[src/rtl/acoustics_pkg.sv]
// Shared types and constants for the hydrophone acquisition path.
package acoustics_pkg;
  localparam int AXIS_DATA_W = 32;

  typedef enum logic {
    PACK_LOW  = 1'b0,
    PACK_HIGH = 1'b1
  } pack_state_e;
endpackage

[src/rtl/sync_fifo.sv]
// Synchronous FIFO with a registered head; a write into an empty FIFO appears one edge later.
// Caller must only push when not full (or full with pop) and only pop when not empty.
module sync_fifo #(
  parameter  int WIDTH = 32,
  parameter  int DEPTH = 4,
  localparam int AW    = $clog2(DEPTH),
  localparam int CW    = AW + 1
) (
  input  logic             clk,
  input  logic             rst_n,
  input  logic             push,
  input  logic             pop,
  input  logic [WIDTH-1:0] din,
  output logic [WIDTH-1:0] dout,
  output logic [CW-1:0]    count,
  output logic             full,
  output logic             empty
);
  logic [WIDTH-1:0] mem_q [DEPTH];
  logic [AW-1:0]    wr_ptr_q, wr_ptr_d;
  logic [AW-1:0]    rd_ptr_q, rd_ptr_d;
  logic [CW-1:0]    count_q, count_d;
  logic [WIDTH-1:0] dout_q, dout_d;

  always_comb begin
    wr_ptr_d = wr_ptr_q + AW'(push);
    rd_ptr_d = rd_ptr_q + AW'(pop);
    count_d  = count_q + CW'(push) - CW'(pop);
    dout_d   = dout_q;
    // Head only moves when something remains; an emptied FIFO keeps showing its last word.
    if (count_d != '0) begin
      if ((count_q - CW'(pop)) == '0) dout_d = din;
      else                            dout_d = mem_q[rd_ptr_d];
    end
  end

  always_ff @(posedge clk) begin
    if (push) mem_q[wr_ptr_q] <= din;
  end

  always_ff @(posedge clk or negedge rst_n) begin
    if (!rst_n) begin
      wr_ptr_q <= '0;
      rd_ptr_q <= '0;
      count_q  <= '0;
      dout_q   <= '0;
    end else begin
      wr_ptr_q <= wr_ptr_d;
      rd_ptr_q <= rd_ptr_d;
      count_q  <= count_d;
      dout_q   <= dout_d;
    end
  end

  assign dout  = dout_q;
  assign count = count_q;
  assign full  = (count_q == CW'(DEPTH));
  assign empty = (count_q == '0);
endmodule

[src/rtl/adc_axis_packer.sv]
// Packs sample pairs into 32-bit AXI-Stream words through a small FIFO; head valid one edge after push, full T_READY backpressure, drops flagged in sticky overflow.
// Define FRAME_TLAST_EN to add a frame counter and T_LAST on every FRAME_WORDS-th accepted word.
module adc_axis_packer
  import acoustics_pkg::*;
#(
  parameter  int SAMPLE_W    = 16,
  parameter  int FIFO_DEPTH  = 4,
  parameter  int FRAME_WORDS = 64,
  localparam int CNT_W       = $clog2(FIFO_DEPTH) + 1
) (
  input  logic                   clk,
  input  logic                   reset_b,
  input  logic                   enable,
  input  logic [SAMPLE_W-1:0]    sample_in,
  input  logic                   sample_valid,
  input  logic                   T_READY,
  output logic [AXIS_DATA_W-1:0] T_DATA,
  output logic                   T_VALID,
  output logic                   overflow,
  input  logic                   overflow_clr,
  output logic [CNT_W-1:0]       fifo_count
`ifdef FRAME_TLAST_EN
  ,
  output logic                   T_LAST
`endif
);
`ifdef FRAME_TLAST_EN
  localparam int FIFO_W = AXIS_DATA_W + 1;
  localparam int FC_W   = $clog2(FRAME_WORDS);
`else
  localparam int FIFO_W = AXIS_DATA_W;
`endif

  pack_state_e         state_q;
  logic [SAMPLE_W-1:0] low_half_q;
  logic                overflow_q, overflow_d;

  logic                push_req, push_acc, drop, pop;
  logic [FIFO_W-1:0]   fifo_din, fifo_dout;
  logic                fifo_full, fifo_empty;
  logic [AXIS_DATA_W-1:0] word;

  assign word     = {sample_in, low_half_q};
  assign pop      = !fifo_empty && T_READY;
  assign push_req = enable && sample_valid && (state_q == PACK_HIGH);
  // A full FIFO still takes the word when the head leaves on the same edge.
  assign push_acc = push_req && (!fifo_full || pop);
  assign drop     = push_req && fifo_full && !pop;

  always_ff @(posedge clk or negedge reset_b) begin
    if (!reset_b) begin
      state_q    <= PACK_LOW;
      low_half_q <= '0;
    end else if (!enable) begin
      state_q <= PACK_LOW;
    end else if (sample_valid) begin
      case (state_q)
        PACK_LOW: begin
          low_half_q <= sample_in;
          state_q    <= PACK_HIGH;
        end
        PACK_HIGH: state_q <= PACK_LOW;
        default:   state_q <= PACK_LOW;
      endcase
    end
  end

  always_comb begin
    overflow_d = overflow_q;
    if (drop)              overflow_d = 1'b1;
    else if (overflow_clr) overflow_d = 1'b0;
  end

  always_ff @(posedge clk or negedge reset_b) begin
    if (!reset_b) overflow_q <= 1'b0;
    else          overflow_q <= overflow_d;
  end

`ifdef FRAME_TLAST_EN
  logic [FC_W-1:0] frame_cnt_q, frame_cnt_d;

  always_comb begin
    frame_cnt_d = frame_cnt_q;
    if (!enable) begin
      frame_cnt_d = '0;
    end else if (push_acc) begin
      if (frame_cnt_q == FC_W'(FRAME_WORDS - 1)) frame_cnt_d = '0;
      else                                       frame_cnt_d = frame_cnt_q + 1'b1;
    end
  end

  always_ff @(posedge clk or negedge reset_b) begin
    if (!reset_b) frame_cnt_q <= '0;
    else          frame_cnt_q <= frame_cnt_d;
  end

  assign fifo_din = {(frame_cnt_q == FC_W'(FRAME_WORDS - 1)), word};
  assign T_LAST   = fifo_dout[AXIS_DATA_W];
`else
  assign fifo_din = word;
`endif

  sync_fifo #(
    .WIDTH (FIFO_W),
    .DEPTH (FIFO_DEPTH)
  ) u_fifo (
    .clk   (clk),
    .rst_n (reset_b),
    .push  (push_acc),
    .pop   (pop),
    .din   (fifo_din),
    .dout  (fifo_dout),
    .count (fifo_count),
    .full  (fifo_full),
    .empty (fifo_empty)
  );

  assign T_DATA   = fifo_dout[AXIS_DATA_W-1:0];
  assign T_VALID  = !fifo_empty;
  assign overflow = overflow_q;
endmodule
[config.mk]
export PLATFORM = sky130hd
export DESIGN_NAME = adc_axis_packer
export DESIGN_NICKNAME = d
export VERILOG_FILES = /design/src/rtl/acoustics_pkg.sv /design/src/rtl/sync_fifo.sv /design/src/rtl/adc_axis_packer.sv
export SDC_FILE = /design/constraint.sdc
export NUM_CORES = 1
export LEC_CHECK = 0
export ABC_AREA = 1
export CAP_MARGIN = 10
export CELL_PAD_IN_SITES_DETAIL_PLACEMENT = 1
export CELL_PAD_IN_SITES_GLOBAL_PLACEMENT = 2
export CORE_MARGIN = 10
export CORE_UTILIZATION = 34
export DETAILED_ROUTE_END_ITERATION = 8
export PLACE_DENSITY_LB_ADDON = 0.1
export SYNTH_ARGS = -nofsm -noshare
export SYNTH_HDL_FRONTEND = slang
export SYNTH_SLANG_ARGS = --single-unit
[constraint.sdc]
create_clock -name clk -period 3 [get_ports clk]
set_input_delay 0.6 -clock clk [delete_from_list [all_inputs] [get_ports clk]]
set_output_delay 0.6 -clock clk [all_outputs]
set_load 0.05 [all_outputs]
Word-level counts from Yosys, hierarchy flattened
Memories as Yosys holds them, arrays and structs flattened.
Index checks and enable logic that the tools add are counted.

cells by class
  reduce and logical (&&, ||, !) cells = 15
  $add $sub $neg = 5
  bitwise logic cells = 1
  equality and inequality tests = 2
  multiplexer cells = 8

operators by type and width
  operator            count
  $mux 32             1
  $logic_and 1x1->1   6
  $logic_not 3->1     2
  $mux 1              6
  $sub 3x1->3         2
  $add 2x1->2         2
  $add 3x1->3         1
  $eq 3x3->1 const B  1
  $logic_not 1->1     3
  $reduce_and 3->1    1
  $reduce_bool 3->1   1
  $ne 2x1->1 const B  1
  $pmux 1 s2          1
  $reduce_bool 2->1   1
  $logic_or 1x1->1    1
  $not 1->1           1

storage, ports and cells
  bits of input ports = 22
  output and inout port bits = 37
  logic and storage cells = 39
  register bits = 57
  RAM bits = 128
  memories kept = 1

memory list
  memory        words  width  read ports  clocked after Yosys merged registers in  wr ports  RTL line         RTL
  u_fifo.mem_q  4      32     1           0                                        1         sync_fifo.sv:19  logic [WIDTH-1:0] mem_q [DEPTH];

Longest topological paths before layout
Gate-level depths: netlist of run 1.

  depth after elaboration = 8
  gate-level depth with buffers = 13
  depth with buffers taken out = 12

Hierarchy
A second synthesis of run 1 with hierarchy kept.

second synthesis, totals
  cells, all modules = 811
  area, all modules = 8020.2 µm²

modules (own cells, without submodules)
  module           area an instance (µm²)  instances  cells each
  sync_fifo        7205.7                  1          729
  adc_axis_packer  814.5                   1          82

Least setup slack after synthesis of run 1
Ideal clock, no wire load.

  kind = register to register
  start point = register u_fifo.count_q[1], in the netlist u_fifo.count[1]
  end point = memory u_fifo.mem_q[0][0] (enable)
  period minus slack after synthesis = 3.698 ns
  setup slack = -0.698 ns
  buffers on the path = 0
  cell stages (with the launch flop) = 5
  arrival time = 3.237 ns
  path through = dfrtp_1 > nor2_1 > nand3_1 > nand2_1 > nor3_1

on the way
  cells in the longest elaborated chain, start to end = 7
  elaborated cells between the ends (all ways) = 9
  classes of those cells = 1 x eq/ne; 2 x mux; 6 x reduce/logical

ends and longest elaborated chain
  item                            RTL line               RTL
  from (decl)                     sync_fifo.sv:22        logic [CW-1:0] count_q, count_d;
  from (signal assigned)          sync_fifo.sv:50        count_q <= count_d;
  $logic_not 3->1                 sync_fifo.sv:58        assign empty = (count_q == '0);
  $logic_not 1->1                 adc_axis_packer.sv:44  assign pop = !fifo_empty && T_READY;
  $logic_and 1x1->1               adc_axis_packer.sv:44
  $logic_or 1x1->1 *              adc_axis_packer.sv:47  assign push_acc = push_req && (!fifo_full || pop);
  $logic_and 1x1->1 *             adc_axis_packer.sv:47
  $mux 1 *                        sync_fifo.sv:38        if (push) mem_q[wr_ptr_q] <= din;
  $mux 1 (not written as such) *  sync_fifo.sv:38
  to (decl)                       sync_fifo.sv:19

Every way passes the cells marked *; elsewhere a longest branch is shown, timed or not.

Final worst setup path of run 1
  start point = input port T_READY
  end point = register u_fifo.dout_q[3], in the netlist u_fifo.dout[3]

on the way
  cells in the longest elaborated chain, start to end = 6
  elaborated cells between the ends (all ways) = 11
  classes of those cells = 4 x add/sub; 1 x mux; 5 x reduce/logical; 1 x memory

ends and longest elaborated chain
  item                   RTL line               RTL
  from (decl)            adc_axis_packer.sv:16  input logic T_READY,
  $logic_and 1x1->1 *    adc_axis_packer.sv:44
  $logic_or 1x1->1       adc_axis_packer.sv:47
  $logic_and 1x1->1      adc_axis_packer.sv:47
  $add 3x1->3            sync_fifo.sv:28        count_d = count_q + CW'(push) - CW'(pop);
  $sub 3x1->3 *          sync_fifo.sv:28
  via u_fifo.count_d[1]  sync_fifo.sv:22
  $reduce_bool 3->1 *    sync_fifo.sv:31        if (count_d != '0) begin
  to (signal assigned)   sync_fifo.sv:51        dout_q <= dout_d;
  to (decl)              sync_fifo.sv:23        logic [WIDTH-1:0] dout_q, dout_d;

Mark *: on every way through the listed nets, which the timed path passes. The rest lies on a longest branch.
A chain may end at the register's enable or synchronous reset.

==> results.json, run 1 <==
{
  "grt_pass1_vias": 6359,
  "ant_nets": 0,
  "fmax_mhz": 384.1,
  "synth_area_um2": 7949,
  "fin_crit_sh_pct": 86.78,
  "hold_violations": 0,
  "timing.slew.headroom_pct": 47.48,
  "cp_data_arrival_time_ps": 2980,
  "fillers": 2532,
  "ys.warnings.count": 0,
  "hold_slack_ps": 235.2,
  "clock_path_buffers": 2,
  "cp.buffers_inverters": 4,
  "dieHeight_um": 172.9,
  "wl_met1_um": 10790,
  "cts.clk_slew.worst_paths_ps": 70,
  "crit_cells": 11,
  "ys_seq_elements": 185,
  "slowest_stage": "clkdlybuf4s50_1",
  "synth_cell_types": 26,
  "synth_compound_area_share_pct": 0.3306,
  "cts.sinks": 185,
  "muxShareOfSynthArea_pct": 1.983,
  "clock_latency_ps": 440,
  "p_leak_nw": 4.210,
  "cpPeakStageDelay_ps": 450,
  "yosys.area_share.adder_pct": 1.196,
  "hold_class": "in2async",
  "wl_per_cell_um": 20.37,
  "seq_area_um2": 5270,
  "postSynthNetCount": 811,
  "swShare_pct": 47.04,
  "yosysSeqAreaShare_pct": 66.30,
  "ctsHtreeMaxLevel": 4,
  "r2r_setup_slack_ps": 410,
  "rr_startpoint": "u_fifo.count[1]$_DFF_PN0_",
  "synth_xor_xnor_area_share_pct": 0.1102,
  "peakVddDrop_mv": 0.9246,
  "p_int_mw": 6.164,
  "p_comb_share_pct": 51.0,
  "drc": 0,
  "ctsResizeCount": 0,
  "synth-simple-area-share_pct": 26.44,
  "power_density_nw_per_um2": 1200,
  "worstReg2RegEnd": "u_fifo.dout[3]$_DFFE_PN0P_",
  "rows": 55,
  "worstPathCellList": "clkdlybuf4s50_1, inv_1, a21oi_1, ha_1, inv_1, ha_1, fa_1, nor2_2, buf_4, nand4_1, nand2_1",
  "cpLargestDelayFamily": "buffers and inverters",
  "required_ps": 3370,
  "worst_pin_slew_ps": 787.8,
  "worstSetupStartpointType": "input port",
  "portBuffers": 58,
  "power.switching_mw": 5.475,
  "syn_to_final_growth_pct": 22.04,
  "dr_wl_met2_um": 11860,
  "fin_util_pct": 42.46,
  "cts_inserted_buffers": 17,
  "critPathKind": "in2reg",
  "syn_area_per_cell_um2": 10.16,
  "grt_usage_pct": 16.13,
  "worstPathMaxFanout": 23,
  "avgViaCountPerCell": 4.977,
  "cts_root_buf": "clkbuf_16",
  "start_util_pct": 34.79,
  "antenna_found_initial": 0,
  "r2r_cells": 10,
  "multiInputGateArea_um2": 2412,
  "cap_violations": 0,
  "antenna_cells": 0,
  "finalCriticalPeriod_ps": 2603,
  "num_vias": 5818,
  "setup_viol_count_final": 0,
  "grt_max_degree": 34,
  "wl_um": 23810,
  "top_layer": "met4",
  "post_cts_buffers": 0,
  "rsz0062_at_grt": "no",
  "routabilityCongestion": 0.7471,
  "endpoint_kind": "register",
  "status": "completed",
  "syn_inst": 782,
  "ios": 59,
  "die_area_um2": 29890,
  "dr_wl_met3_um": 892,
  "p_seq_share_pct": 29.8,
  "cp-startpoint": "T_READY",
  "fin_nets": 872,
  "dr.first_iter.drc_count": 285,
  "overflow": 0,
  "coreArea_um2": 22850,
  "cts-hold-fix-buffers": 0,
  "drive_gt1_share_pct": 10.16,
  "crit_end": "u_fifo.dout[3]$_DFFE_PN0P_",
  "clockPowerShare_pct": 19.2,
  "fin_skew_ps": 11.11,
  "grt_pass1_wl_um": 37640,
  "synth_top_family_by_area": "simple AND/OR/NAND/NOR gates",
  "dp_hpwl_um": 14430,
  "drv_slew": 0,
  "chipWidth_um": 172.9,
  "cts_tree": "yes",
  "firstDrtPassIters": 4
}
-- how the worst min path moves through the flow --
stage,from,end,depth (start not counted)
final,reset_b,u_fifo.count[2]$_DFF_PN0_,1
after global routing,reset_b,u_fifo.count[2]$_DFF_PN0_,1
after CTS,reset_b,overflow$_DFFE_PN0P_,1
after detailed placement,low_half_q[6]$_DFFE_PN0P_,u_fifo.mem_q[2][6]$_DFFE_PP_,0
after global placement,low_half_q[6]$_DFFE_PN0P_,u_fifo.mem_q[2][6]$_DFFE_PP_,0
after floorplan,reset_b,low_half_q[0]$_DFFE_PN0P_,0
-- registers in the layout (all words and copies together), names as in the netlist --
register,count
state_q,1
u_fifo.rd_ptr_q,2
u_fifo.dout,32
u_fifo.count,3
u_fifo.mem_q,128
overflow,1
low_half_q,16
u_fifo.wr_ptr_q,2
-- synthesized netlist by cell type --
master	count	area share, %
nand3_2	1	0.13
nor3_1	4	0.25
o21ai_0	2	0.13
nor2_2	1	0.079
inv_2	3	0.14
nand4_1	64	5.0
fa_1	1	0.25
dfrtp_1	57	18
o22ai_1	1	0.079
mux2_2	14	2.0
inv_1	15	0.71
buf_2	30	1.9
buf_4	2	0.19
nand3b_2	1	0.14
nand3_1	7	0.44
buf_6	1	0.14
clkbuf_1	10	0.47
edfxtp_1	128	48
xor2_1	1	0.11
a21oi_1	2	0.13
nand2_2	2	0.16
nor2_1	2	0.094
ha_1	6	0.94
buf_1	2	0.094
nand2_1	424	20
nand3b_1	1	0.094
-- kinds of logic after synthesis --
kind of cell | count (synthesis)
multiplexers | 14
buffers and inverters | 63
adder cells (fa/ha/maj) | 7
AND/OR/NAND/NOR | 507
XOR/XNOR | 1
AO/OA/AOI/OAI | 5
flip-flops | 185
-- through the flow --
step           setup WS (ps)  total power, mW  setup TNS, ps  std cells  instance area (um2)
2_1_floorplan         -697.8            7.165         -89310        782                 7949
3_3_place_gp           54.22            9.400              0       1137                 9123
3_5_place_dp          -65.45            9.555          -1084       1137                 9123
4_1_cts                395.4            11.83              0       1169                 9701
5_1_grt                190.4            12.53              0       1169                 9701
6_report               396.6            11.64              0       1169                 9701
-- area by class of cell --
type / instances / share of cell area [%]
inverter: 18 / 0.6965
timing repair buffer: 87 / 10.11
sequential: 185 / 54.33
clock buffer: 17 / 4.385
tap: 313 / 4.037
multi-input combinational: 534 / 24.87
clock inverter: 15 / 1.574
-- per-layer routing --
layer	vias up	global-route usage [%]
li1	2731	-
met1	2969	20.44
met2	100	27.66
met3	18	2.941
met4	0	4.384
met5	-	0
-- power by group through the flow --
stage	Sequential, mW	Combinational, mW	Clock (mW)
after detailed placement	3.51	6.04	0
final	3.47	5.94	2.23
after CTS	3.47	6.06	2.30
after global routing	3.52	6.62	2.39
after global placement	3.50	5.90	0
after floorplan	4.19	2.97	0
-- layout by cell type (no fill, tap or decap), types with 5 or more instances in the layout --
cell type,synthesis,routed
ha_1,6,5
nand4_1,64,64
inv_1,15,15
edfxtp_1,128,128
clkdlybuf4s50_1,0,57
nand3_1,7,7
dfrtp_1,57,57
buf_12,0,15
inv_6,0,5
clkbuf_16,0,17
nand2_1,424,424
mux2_2,14,14
buf_4,2,14
Power figures use the tool's default switching activity.
==> inputs of run 2 (changes only) <==
--- a/config.mk
+++ b/config.mk
@@ -5,12 +5,11 @@
 export SDC_FILE = /design/constraint.sdc
 export NUM_CORES = 1
 export LEC_CHECK = 0
-export ABC_AREA = 1
 export CAP_MARGIN = 10
 export CELL_PAD_IN_SITES_DETAIL_PLACEMENT = 1
 export CELL_PAD_IN_SITES_GLOBAL_PLACEMENT = 2
 export CORE_MARGIN = 10
-export CORE_UTILIZATION = 34
+export CORE_UTILIZATION = 35
 export DETAILED_ROUTE_END_ITERATION = 8
 export PLACE_DENSITY_LB_ADDON = 0.1
 export SYNTH_ARGS = -nofsm -noshare
==> run 2 against run 1 <==
  * Fmax shrank 12%
  * Critical path depth shrank 1
  * Cell count shrank 33%
  * Via count shrank 33%
  * Clock skew shrank 3.2 ps
  * Clock power grew 3%
  * Cell area shrank 6.2%
  * Non-clock buffer count is the same
  * First-iteration DRC count shrank 31%
  * Sequential power grew 2%
  * Total power shrank 6.6%
  * Core utilization grew 2.7 points
  * Critical path type unchanged
  * Highest routed layer unchanged
==> results.json, run 2 <==
{
  "status": "completed",
  "fmax_mhz": 338.6,
  "ys.flop_type": "edfxtp_1",
  "peakVddDrop_mv": 0.4629,
  "worstSetupStartpointType": "input port",
  "grt_usage_pct": 14.04,
  "ctsHtreeMaxLevel": 4,
  "ys_top_cells_by_area": "edfxtp_1 54%, dfrtp_1 20%, mux4_2 10%",
  "cts_inserted_buffers": 17,
  "swShare_pct": 37.82,
  "cp_data_arrival_time_ps": 3260,
  "critPathKind": "in2reg",
  "p_leak_nw": 3.245,
  "ios": 59,
  "synth_top_cell_by_area": "edfxtp_1",
  "hold_slack_ps": 207.2,
  "ant_nets": 0,
  "endpoint_kind": "register",
  "regMostFlops": "u_fifo.mem_q",
  "postSynthNetCount": 446,
  "clockPowerShare_pct": 21.2,
  "rows": 52,
  "mostFrequentLayoutCells": "128 x edfxtp_1, 66 x nand2_1, 57 x clkdlybuf4s50_1, 54 x dfrtp_1, 32 x mux4_2",
  "cap_violations": 0,
  "antenna_cells": 0,
  "fin_crit_sh_pct": 98.44,
  "yosysSeqAreaShare_pct": 73.87,
  "dp_hpwl_um": 9847,
  "chipWidth_um": 162.8,
  "synth.cells.most_frequent": "128 x edfxtp_1, 66 x nand2_1, 57 x dfrtp_1",
  "synth_area_um2": 7134,
  "routabilityCongestion": 0.6978,
  "p_int_mw": 6.762,
  "r2r_setup_slack_ps": 80,
  "finalCriticalPeriod_ps": 2953,
  "grt_max_degree": 36,
  "setup_viol_count_final": 0,
  "yosysMostFrequentCell": "edfxtp_1",
  "dieHeight_um": 162.8,
  "grt_pass1_vias": 4433,
  "ys_seq_elements": 185,
  "synth_edf_count": 128,
  "cts_tree": "yes",
  "portBuffers": 58,
  "wl_per_cell_um": 22.78,
  "num_vias": 3914,
  "avgViaCountPerCell": 4.992,
  "die_area_um2": 26490,
  "final_common_cell": "edfxtp_1",
  "hold_class": "in2async",
  "grt_pass1_wl_um": 27550,
  "cpPeakStageDelay_ps": 540,
  "cts.sinks": 185,
  "timing.slew.headroom_pct": 53.07,
  "cts.clk_slew.worst_paths_ps": 70,
  "layoutNonFillerInstCount": 784,
  "worst_pin_slew_ps": 702.3,
  "syn_to_final_growth_pct": 27.59,
  "worstPathCellList": "clkdlybuf4s50_1, or4b_4, nor2b_4, ha_4, fa_2, xnor3_1, or3_4, buf_8, nor2_1, a31oi_1",
  "slowest_stage": "or4b_4",
  "syn_inst": 417,
  "p_comb_share_pct": 46.3,
  "antenna_found_initial": 0,
  "power.switching_mw": 4.113,
  "syn_area_per_cell_um2": 17.11,
  "dr.first_iter.drc_count": 197,
  "firstDrtPassIters": 4,
  "power_density_nw_per_um2": 1195,
  "netlist.area_leader.share_pct": 53.88,
  "synth_cell_types": 25,
  "overflow": 0,
  "fin_skew_ps": 7.927,
  "async_reset_ff_share_pct": 30.81,
  "drv_slew": 0,
  "rsz0062_at_grt": "yes",
  "fin_nets": 530,
  "dp_cells": 744,
  "finalSetupTns_ps": 0,
  "coreArea_um2": 20170,
  "worstPathMaxFanout": 14,
  "drc": 0,
  "required_ps": 3310,
  "clock_latency_ps": 430,
  "hold_violations": 0,
  "largest_register_ffs": 128,
  "p_seq_share_pct": 32.5,
  "clock_path_buffers": 2,
  "start_util_pct": 35.37,
  "cts_root_buf": "clkbuf_16",
  "drive_gt1_share_pct": 26.46,
  "ys.warnings.count": 0,
  "wl_um": 17860
}
==> run 2: cells by family (layout without fill, tap and decap cells) <==
kind of cell	count (synthesis)	count (layout)	share of synthesized area, %
AOI/OAI and AO/OA	33	33	2.894
adders and majority gates	7	7	1.333
DFF	185	185	73.87
xor gates and xnor gates	5	5	0.8068
muxes	48	48	12.63
and+or+nand+nor	112	112	6.366
buffers and inverters	27	124	2.104
==> run 2: layout make-up <==
cell class | instances | area [um2]
inverter | 5 | 18.77
sequential | 185 | 5274
tap | 270 | 337.8
clock buffer | 17 | 425.4
multi-input combinational | 205 | 1839
fill | 1980 | 11070
timing repair buffer | 87 | 1031
clock inverter | 15 | 176.4
==> run 2: final timing paths <==
kind / startpoint / endpoint / cells past startpoint
worst max-delay path: T_READY / u_fifo.dout[7]$_DFFE_PN0P_ / 10
worst min-delay path: reset_b / u_fifo.dout[3]$_DFFE_PN0P_ / 1
worst max register to register: u_fifo.count[1]$_DFF_PN0_ / u_fifo.dout[7]$_DFFE_PN0P_ / 11
worst min register to register: overflow$_DFFE_PN0P_ / overflow$_DFFE_PN0P_ / 2
max in group asynchronous: reset_b / u_fifo.count[2]$_DFF_PN0_ / 2
min in group clk: overflow$_DFFE_PN0P_ / overflow$_DFFE_PN0P_ / 2
==> run 2: power groups by stage <==
stage	Combinational, mW	Sequential (mW)	Clock (mW)
after detailed placement	4.60	3.59	0
after floorplan	2.29	4.33	0
after CTS	5.07	3.54	2.36
final	5.04	3.53	2.30
after global routing	5.44	3.59	2.45
after global placement	4.53	3.58	0
==> run 2: repair_timing <==
item,4_1_cts,5_1_grt
setup endpoints to repair,32,26
gates cloned,4,0
resized for setup,8,10
pin swaps,1,0
hold buffers,0,0
setup buffers,1,3
==> run 2: metal layers <==
layer | part of all wire (%) | global-route usage (%) | wire length (um) | vias up
li1 | - | - | - | 1745
met1 | 45 | 18.40 | 8102 | 2090
met2 | 50 | 22.73 | 8925 | 70
met3 | 3.8 | 3.488 | 675 | 9
met4 | 0.89 | 3.893 | 159 | 0
met5 | 0 | 0 | 0 | -
==> run 2: through the flow <==
stage	setup WS, ps	utilization, %	area (um2)	power [mW]
final	46.71	45.13	9102	10.87
after detailed placement	-695.2	41.22	8314	8.190
after global routing	-41.51	45.13	9102	11.49
after floorplan	-46.48	-	7193	6.624
after global placement	-620.5	41.22	8314	8.112
after CTS	39.83	44.87	9050	10.97
==> run 2: critical path: cells and delay by family <==
kind                     cells  cell delay (ps)
AND/OR/NAND/NOR              4             1270
buffers and inverters        2              620
adder cells (fa/ha/maj)      2              500
XOR/XNOR                     1              200
AO/OA/AOI/OAI                1               50
